File: src/rtl/ioctl_rom_loader.sv
// ioctl_rom_loader
//
// Buffers HPS ioctl download words into a small FIFO and replays them as
// memory write requests, tracking which ROM slots have finished loading.
//
// Parameters:
//   DATA_WIDTH - ioctl word width (8 or 16)
//   ADDR_WIDTH - ioctl byte-address width
//   SLOTS      - number of loadable ROM slots (1..8)
//   FIFO_DEPTH - write-buffer depth (power of 2, 4..16)
//
// Ports:
//   clk_sys_131_072 - sole clock
//   reset           - synchronous, active-high reset
//   ioctl_download  - download in progress
//   ioctl_index     - target slot (bits [2:0] used)
//   ioctl_wr        - one-cycle data strobe
//   ioctl_addr      - byte address of ioctl_dout
//   ioctl_dout      - download data
//   ioctl_wait      - backpressure to the HPS (FIFO nearly full)
//   mem_wr          - write request (FIFO non-empty)
//   mem_addr        - word address of the FIFO head
//   mem_data        - data of the FIFO head
//   mem_slot        - slot of the FIFO head
//   mem_ready       - memory accepted the head this cycle
//   loaded          - per-slot load-complete flags
//   core_hold       - keeps the core in reset until slot 0 is loaded and idle
//   err_overflow    - sticky: a write arrived with the FIFO full and was dropped
//   checksum        - 16-bit running sum of the last load
//
// Optional feature: define LOADER_CHECKSUM_EN to build the checksum adder;
// otherwise checksum is tied to zero.

module ioctl_rom_loader #(
    parameter int unsigned DATA_WIDTH = 16,
    parameter int unsigned ADDR_WIDTH = 25,
    parameter int unsigned SLOTS      = 4,
    parameter int unsigned FIFO_DEPTH = 8
) (
    input  logic                  clk_sys_131_072,
    input  logic                  reset,
    input  logic                  ioctl_download,
    input  logic [7:0]            ioctl_index,
    input  logic                  ioctl_wr,
    input  logic [ADDR_WIDTH-1:0] ioctl_addr,
    input  logic [DATA_WIDTH-1:0] ioctl_dout,
    output logic                  ioctl_wait,
    output logic                  mem_wr,
    output logic [ADDR_WIDTH-1:0] mem_addr,
    output logic [DATA_WIDTH-1:0] mem_data,
    output logic [2:0]            mem_slot,
    input  logic                  mem_ready,
    output logic [SLOTS-1:0]      loaded,
    output logic                  core_hold,
    output logic                  err_overflow,
    output logic [15:0]           checksum
);

    localparam int unsigned PtrW = $clog2(FIFO_DEPTH);
    localparam int unsigned CntW = PtrW + 1;

    typedef enum logic [1:0] {StIdle, StLoad, StDrain} state_e;

    state_e            state_q, state_d;
    logic              dl_q;
    logic [2:0]        slot_q, slot_d;
    logic              pend_q, pend_d;
    logic [2:0]        pend_slot_q, pend_slot_d;
    logic [SLOTS-1:0]  loaded_q, loaded_d;
    logic              err_q, err_d;
    logic              load_start;

    logic [ADDR_WIDTH-1:0] fifo_addr [FIFO_DEPTH];
    logic [DATA_WIDTH-1:0] fifo_data [FIFO_DEPTH];
    logic [2:0]            fifo_slot [FIFO_DEPTH];
    logic [PtrW-1:0]       wr_ptr_q, rd_ptr_q;
    logic [CntW-1:0]       count_q;

    logic                  dl_rise, slot_ok, fifo_empty, fifo_full;
    logic                  push_req, push, pop;
    logic [ADDR_WIDTH-1:0] word_addr;
    logic                  unused_index_hi;

    assign unused_index_hi = ^ioctl_index[7:3];

    generate
        if (DATA_WIDTH == 16) begin : g_addr16
            logic unused_addr_lsb;
            assign unused_addr_lsb = ioctl_addr[0];
            assign word_addr = ioctl_addr >> 1;
        end else begin : g_addr8
            assign word_addr = ioctl_addr;
        end
    endgenerate

    assign dl_rise    = ioctl_download & ~dl_q;
    assign slot_ok    = 32'(slot_q) < SLOTS;
    assign fifo_empty = (count_q == '0);
    assign fifo_full  = (count_q == CntW'(FIFO_DEPTH));
    assign pop        = ~fifo_empty & mem_ready;
    assign push_req   = (state_q == StLoad) & ioctl_wr & slot_ok;
    // A pop in the same cycle frees the slot, so a full FIFO still takes the push.
    assign push       = push_req & (~fifo_full | pop);

    always_comb begin
        state_d     = state_q;
        slot_d      = slot_q;
        pend_d      = pend_q;
        pend_slot_d = pend_slot_q;
        loaded_d    = loaded_q;
        err_d       = err_q | (push_req & ~push);
        load_start  = 1'b0;
        unique case (state_q)
            StIdle: begin
                if (dl_rise) begin
                    state_d    = StLoad;
                    slot_d     = ioctl_index[2:0];
                    load_start = 1'b1;
                end
            end
            StLoad: begin
                if (!ioctl_download) begin
                    state_d = StDrain;
                end
            end
            StDrain: begin
                if (fifo_empty) begin
                    for (int i = 0; i < SLOTS; i++) begin
                        if (slot_q == 3'(i)) begin
                            loaded_d[i] = 1'b1;
                        end
                    end
                    // A download that started while draining begins once the old one is out.
                    if (pend_q || dl_rise) begin
                        state_d    = StLoad;
                        slot_d     = dl_rise ? ioctl_index[2:0] : pend_slot_q;
                        pend_d     = 1'b0;
                        load_start = 1'b1;
                    end else begin
                        state_d = StIdle;
                    end
                end else if (dl_rise) begin
                    pend_d      = 1'b1;
                    pend_slot_d = ioctl_index[2:0];
                end
            end
            default: state_d = StIdle;
        endcase
        // Applied last so a reload of the slot just completed still invalidates it.
        if (load_start) begin
            for (int i = 0; i < SLOTS; i++) begin
                if (slot_d == 3'(i)) begin
                    loaded_d[i] = 1'b0;
                end
            end
        end
    end

    always_ff @(posedge clk_sys_131_072) begin
        if (reset) begin
            state_q     <= StIdle;
            dl_q        <= 1'b0;
            slot_q      <= '0;
            pend_q      <= 1'b0;
            pend_slot_q <= '0;
            loaded_q    <= '0;
            err_q       <= 1'b0;
            wr_ptr_q    <= '0;
            rd_ptr_q    <= '0;
            count_q     <= '0;
        end else begin
            state_q     <= state_d;
            dl_q        <= ioctl_download;
            slot_q      <= slot_d;
            pend_q      <= pend_d;
            pend_slot_q <= pend_slot_d;
            loaded_q    <= loaded_d;
            err_q       <= err_d;
            if (push) begin
                wr_ptr_q <= wr_ptr_q + 1'b1;
            end
            if (pop) begin
                rd_ptr_q <= rd_ptr_q + 1'b1;
            end
            count_q <= count_q + CntW'(push) - CntW'(pop);
        end
    end

    // Storage needs no reset: outputs are masked while the FIFO is empty.
    always_ff @(posedge clk_sys_131_072) begin
        if (push) begin
            fifo_addr[wr_ptr_q] <= word_addr;
            fifo_data[wr_ptr_q] <= ioctl_dout;
            fifo_slot[wr_ptr_q] <= slot_q;
        end
    end

`ifdef LOADER_CHECKSUM_EN
    logic [15:0] csum_q, csum_d;

    always_comb begin
        csum_d = csum_q;
        if (load_start) begin
            csum_d = '0;
        end else if (push) begin
            csum_d = csum_q + 16'(ioctl_dout);
        end
    end

    always_ff @(posedge clk_sys_131_072) begin
        if (reset) begin
            csum_q <= '0;
        end else begin
            csum_q <= csum_d;
        end
    end

    assign checksum = csum_q;
`else
    assign checksum = '0;
`endif

    assign mem_wr       = ~fifo_empty;
    assign mem_addr     = fifo_empty ? '0 : fifo_addr[rd_ptr_q];
    assign mem_data     = fifo_empty ? '0 : fifo_data[rd_ptr_q];
    assign mem_slot     = fifo_empty ? '0 : fifo_slot[rd_ptr_q];
    assign ioctl_wait   = (count_q >= CntW'(FIFO_DEPTH - 2));
    assign loaded       = loaded_q;
    assign err_overflow = err_q;
    assign core_hold    = ~loaded_q[0] | (state_q != StIdle);

endmodule
File: config.mk
export PLATFORM = sky130hd
export DESIGN_NAME = ioctl_rom_loader
export DESIGN_NICKNAME = d
export VERILOG_FILES = /design/src/rtl/ioctl_rom_loader.sv
export SDC_FILE = /design/constraint.sdc
export NUM_CORES = 1
export LEC_CHECK = 0
export BUFFER_PORTS_ARGS = -buffer_cell sky130_fd_sc_hd__buf_2
export CAP_MARGIN = 20
export CORE_MARGIN = 2
export CORE_UTILIZATION = 55
export DETAILED_ROUTE_END_ITERATION = 8
export GPL_ROUTABILITY_DRIVEN = 0
export PLACE_DENSITY_LB_ADDON = 0.2
export SLEW_MARGIN = 20
export SYNTH_ARGS = -nofsm -noshare
export SYNTH_HDL_FRONTEND = slang
export SYNTH_SLANG_ARGS = --single-unit
File: constraint.sdc
create_clock -name clk_sys_131_072 -period 5.25 [get_ports clk_sys_131_072]
set_input_delay 0.525 -clock clk_sys_131_072 [delete_from_list [all_inputs] [get_ports clk_sys_131_072]]
set_output_delay 0.525 -clock clk_sys_131_072 [all_outputs]
set_load 0.01 [all_outputs]
==> flow_summary.yaml, run 1 <==
synth:
  yosysTopAreaCell: "edfxtp_1"
  ys_types: 48
  syn_area_per_cell_um2: 19.9
  synth_warnings: 0
  synthArstFlopShare: 0
  netlist_instances: 736
  synth_edf_count: 344
  synth_top_area_frac: 0.707
  ys_seq_area_frac: 0.745
  netlist_area_um2: 14600
  ys_ff_latch: 372
  synth_area_leaders: "edfxtp_1, mux4_2, dfxtp_1"
  synth_top_flop_cell: "edfxtp_1"
drt:
  dr.pass1.iters: 5
  drc: 0
  final_antenna_net_count: 0
  routed_wl_mm: 27.6
  num_vias: 7114
  drt-initial-drc-count: 605
  routedWlPerCell_um: 22.7
  vias_per_cell: 5.84
cells_and_area:
  nets: 917
  final_cells: 1219
  synthToLayoutAreaGrowth_pct: 14.7
  layout-drive-gt1-share: 0.304
critical_path:
  path_cells: "buf_4 > mux4_2 > mux2i_1 > nor2_1 > buf_2"
  startpoint_type: "flip-flop"
  worstRegToRegCells: 5
  worstPathMaxFanout: 53
  critical_path_required_ns: 4.72
  crit_family: "flip-flops"
  slowest_delay_ns: 0.86
  worstSetupEndpointType: "output port"
  worst_ep_arrival_time_ns: 2.81
  cp.depth: 5
  crit_buf_inv: 2
  cp_slowest_cell: "dfxtp_4"
  path_class: "reg -> out"
pwr:
  irDropWorstVdd_v: 0.000422
  switching_power_w: 0.00197
  powerDensity_nw_per_um2: 459
  power_frac_comb: 0.210
  swShare: 0.256
  p_leak_nw: 5.49
  seqPwrFrac: 0.447
  pwr-share-clk: 0.342
  p_int_w: 0.00573
global_routing:
  grt_pass1_wl_mm: 42.8
  antenna_found_initial: 5
  grt_pass1_vias: 7410
  grt_remaining_overflow: 0
  grt_use_total: 0.202
  grt_max_degree: 54
clock_tree:
  cts.sinks: 372
  cts_hold_buf: 0
  cts_root_buf: "clkbuf_16"
  cts_made_buffers: 37
  cts_tree: "built"
  cts.clk_slew.worst_paths_ns: 0.06
  cts_buffer_depth: 3
  cts_setup_buffers: 0
  post_cts_resized: 0
  htreeDepth: 2
  insertion_delay_ns: 0.51
die:
  core.rowCount: 59
  die-area_um2: 27900
  start_util: 0.561
  die_h_um: 167
  pin_count: 122
  die_x_um: 167
  core_um2: 26100
placed_design:
  pre_cts_slack_ns: 1.83
  hpwl_mm: 15.1
  port_buffers: 98
  dp_cells: 1148
timing:
  finalCriticalPeriod_ns: 3.33
  fmax_mhz: 300
  finalHoldViolations: 0
  rsz0062_at_grt: "false"
  finalCritPeriodShare: 0.635
  setup_viol: 0
  maxSlewHeadroom: 0.358
  fin_tns_setup_ns: 0
  skew_ns: 0.00831
  drv_slew: 0
  layout_setup_ws_ns: 1.92
  worst_pin_slew_ns: 0.963
hold_path:
  hold_path_class: "in -> reg"
  hold_depth: 1
status:
  status: "finished, final reports clean"
flow_run:
  max-cap-violations: 0
## per-stage QoR
step	hold slack, ns	utilization	power [W]	instance area [um^2]
final	0.279	0.644	0.00770	16800
after detailed placement	0.463	0.595	0.00513	15500
after global placement	0.451	0.595	0.00509	15500
after floorplan	0.454	-	0.00463	14700
after global routing	0.263	0.643	0.00803	16800
after CTS	0.257	0.642	0.00777	16700
## cell type report
type	instances	area, um^2
flip-flops and latches	372	10900
fillers	1750	9290
multi-input cells	316	3510
clock buffers	51	1030
repair buffers	116	658
well taps	335	419
clock inverters	16	204
inverters	10	37.5
diodes	3	7.51
## cells in the final DEF, fill, tap and decap left out, drive strengths merged, types with 2 or more instances in the layout
| cell | count |
|---|---|
| nand3 | 3 |
| o21ai | 3 |
| a21oi | 9 |
| a211oi | 3 |
| nor2b | 3 |
| mux2i | 47 |
| buf | 116 |
| edfxtp | 344 |
| nand2b | 8 |
| nor3 | 6 |
| ha | 9 |
| diode | 3 |
| xor2 | 4 |
| bufinv | 5 |
| inv | 10 |
| a31oi | 2 |
| a311oi | 6 |
| mux4 | 86 |
| conb | 17 |
| nor3b | 4 |
| clkbuf | 51 |
| clkinv | 10 |
| dfxtp | 28 |
| nand2 | 15 |
| a22oi | 2 |
| nor2 | 72 |
| xnor2 | 2 |
## flip-flops by register name (all words and copies together), names as in the netlist, named ones only
name	flops
slot_q	3
fifo_data	128
pend_q	1
fifo_slot	24
wr_ptr_q	3
state_q	2
count_q	4
rd_ptr_q	3
loaded	4
fifo_addr	192
pend_slot_q	3
err_overflow	1
dl_q	1
## synthesized netlist by cell type (all sizes together), types with 4 or more instances
| cell type | count |
|---|---|
| ha | 9 |
| nor2 | 72 |
| nor3b | 4 |
| mux2i | 47 |
| xor2 | 4 |
| buf | 39 |
| a21oi | 9 |
| nor3 | 6 |
| clkbuf | 15 |
| dfxtp | 28 |
| mux4 | 86 |
| inv | 9 |
| nand2b | 8 |
| edfxtp | 344 |
| nand2 | 15 |
| a311oi | 6 |
## logic make-up after synthesis
group / share of synthesized area
AOI/OAI and AO/OA: 0.0186
xor gates and xnor gates: 0.00359
adders and majority gates: 0.00907
buffers and inverters: 0.0226
DFF: 0.745
muxes: 0.165
other: 0.000256
and+or+nand+nor: 0.0364
## final timing paths
path,start,endpoint,slack [ns]
setup / recovery,flip-flop,mem_addr[23],1.92
hold / removal,ioctl_addr[6],fifo_addr[1][5],0.28
setup reg to reg,state_q[0],fifo_data[4][4],1.95
hold reg to reg,rd_ptr_q[1],flip-flop,0.48
## power groups by stage
stage | clock network (W) | logic, W | registers, W
floorplan | 0 | 0.00123 | 0.00341
global placement | 0 | 0.00152 | 0.00357
detailed placement | 0 | 0.00155 | 0.00358
CTS | 0.00270 | 0.00156 | 0.00352
global route | 0.00281 | 0.00176 | 0.00346
finish | 0.00264 | 0.00162 | 0.00344
## metal layers
layer  share of wire  vias to the layer above  track usage  routed length, um
met5         0.00083                        -            0                 23
met4           0.014                        4       0.0469                380
met3           0.068                       33       0.0468               1890
met2            0.51                      249        0.337              14100
met1            0.41                     3665        0.276              11300
li1                -                     3163            -                  -
Note: power is estimated with default switching activity, not from simulation.
==> run 2, diff against run 1 <==
--- a/config.mk
+++ b/config.mk
@@ -8,7 +8,7 @@
 export BUFFER_PORTS_ARGS = -buffer_cell sky130_fd_sc_hd__buf_2
 export CAP_MARGIN = 20
 export CORE_MARGIN = 2
-export CORE_UTILIZATION = 55
+export CORE_UTILIZATION = 54
 export DETAILED_ROUTE_END_ITERATION = 8
 export GPL_ROUTABILITY_DRIVEN = 0
 export PLACE_DENSITY_LB_ADDON = 0.2
==> constraint.sdc (replaced) <==
create_clock -name clk_sys_131_072 -period 3.01 [get_ports clk_sys_131_072]
set_input_delay 0.301 -clock clk_sys_131_072 [delete_from_list [all_inputs] [get_ports clk_sys_131_072]]
set_output_delay 0.301 -clock clk_sys_131_072 [all_outputs]
set_load 0.01 [all_outputs]
==> run 2 against run 1 <==
Combinational power rose by 78%. Non-clock buffer count increased by 7. Register-to-register slack worse by 1.5 ns. Power is 75% higher. Clock power grew 73%. Final cell count is 1.1% higher. Sequential share of layout area decreased by 0.72 points. Critical path type unchanged. Critical endpoint is now mem_slot[2].
==> flow_summary.yaml, run 2 (synthesis gave the netlist of run 1 again) <==
status:
  status: "finished, final reports clean"
global_routing:
  antenna_found_initial: 3
  grt_use_total: 0.197
  grt_remaining_overflow: 0
  grt_pass1_wl_mm: 42.2
  grt_max_degree: 50
  grt_pass1_vias: 7504
clock_tree:
  htreeDepth: 2
  insertion_delay_ns: 0.52
  cts.sinks: 372
  cts_hold_buf: 0
  cts_buffer_depth: 3
  cts.clk_slew.worst_paths_ns: 0.06
  cts_tree: "built"
  post_cts_resized: 0
  cts_made_buffers: 37
  cts_root_buf: "clkbuf_16"
  cts_setup_buffers: 0
critical_path:
  critical_path_required_ns: 2.71
  worstPathMaxFanout: 36
  slowest_delay_ns: 0.58
  path_cells: "buf_12 > mux4_2 > mux2i_1 > nor2_1 > buf_2"
  worstSetupEndpointType: "output port"
  worst_ep_arrival_time_ns: 2.48
  cp_slowest_cell: "dfxtp_4"
  path_class: "reg -> out"
  startpoint_type: "flip-flop"
  rrSetupSlack_ns: 0.40
die:
  pin_count: 122
  die_h_um: 169
  die_x_um: 169
  core_um2: 26800
  start_util: 0.546
  core.rowCount: 60
  die-area_um2: 28400
placed_design:
  hpwl_mm: 15.6
  pre_cts_slack_ns: 0.400
  port_buffers: 98
drt:
  drt-initial-drc-count: 594
  drc: 0
  dr.pass1.iters: 4
  final_antenna_net_count: 0
  routed_wl_mm: 27.4
  routedWlPerCell_um: 22.2
  vias_per_cell: 5.76
  num_vias: 7093
timing:
  setup_viol: 0
  rsz0062_at_grt: "false"
  finalCritPeriodShare: 0.924
  layout_setup_ws_ns: 0.229
  fmax_mhz: 360
  drv_slew: 0
  skew_ns: 0.0181
  finalHoldViolations: 0
  fin_tns_setup_ns: 0
  hold_slack_ns: 0.0479
  maxSlewHeadroom: 0.505
  worst_pin_slew_ns: 0.743
  finalCriticalPeriod_ns: 2.78
cells_and_area:
  layout-drive-gt1-share: 0.314
  nets: 924
  layout_common_cells: "edfxtp_1, buf_2, mux4_2, nor2_1, mux2i_1"
  largest_reg_flops: 192
  top_regs: "fifo_addr x192, fifo_data x128, fifo_slot x24"
  finalCoreUtilization: 0.633
  final_common_cell: "edfxtp_1"
  synthToLayoutAreaGrowth_pct: 16.0
  largest-register: "fifo_addr"
pwr:
  irDropWorstVdd_v: 0.000729
  powerDensity_nw_per_um2: 792
  p_leak_nw: 5.54
hold_path:
  hold_path_class: "in -> reg"
flow_run:
  max-cap-violations: 0
==> run 2: cell count changes in the layout (fill, tap and decap cells not counted), sizes merged <==
cell / delta
buf: +7
bufinv: +1
clkbuf: -11
clkinv: +9
inv: +1
==> run 2: path summary, 6_finish.rpt <==
path,start,to,cells past startpoint
setup reg to reg,state_q[0],count_q[2],10
hold / removal,ioctl_addr[12],fifo_addr[5][11],1
hold reg to reg,rd_ptr_q[1],flip-flop,2
setup / recovery,flip-flop,mem_slot[2],5
==> run 2: area by class of cell <==
type | count | area [um^2]
Antenna cell | 3 | 7.51
Clock buffer | 40 | 937
Clock inverter | 27 | 283
Fill cell | 1838 | 9840
Inverter | 10 | 37.5
Multi-Input combinational cell | 316 | 3530
Sequential cell | 372 | 10900
Tap cell | 341 | 427
Timing Repair Buffer | 123 | 841
==> run 2: report_power, final <==
group          internal (W)  switching, W
Clock               0.00277       0.00181
Sequential          0.00578      0.000185
Combinational       0.00139       0.00150
Total               0.00994       0.00350
==> run 2: worst max-delay path: cells and delay by family (launching register included) <==
kind / cells / cell delay, ns
buf+inv: 2 / 0.52
flops: 1 / 0.58
mux: 2 / 0.75
simple gates: 1 / 0.08
==> run 2: layer usage <==
metal	GRT usage	routed length [um]	up-vias
met1	0.267	11600	3677
met3	0.0311	1470	35
met4	0.0536	446	0
met5	0	0	-
li1	-	-	3175
met2	0.337	13900	206
==> run 2: stage by stage <==
stage / power, W / std cells / area, um^2
final: 0.0134 / 1232 / 17000
after global routing: 0.0140 / 1230 / 17000
after CTS: 0.0136 / 1229 / 17000
after detailed placement: 0.00902 / 1162 / 15700
after global placement: 0.00895 / 1162 / 15700
after floorplan: 0.00808 / 752 / 14700
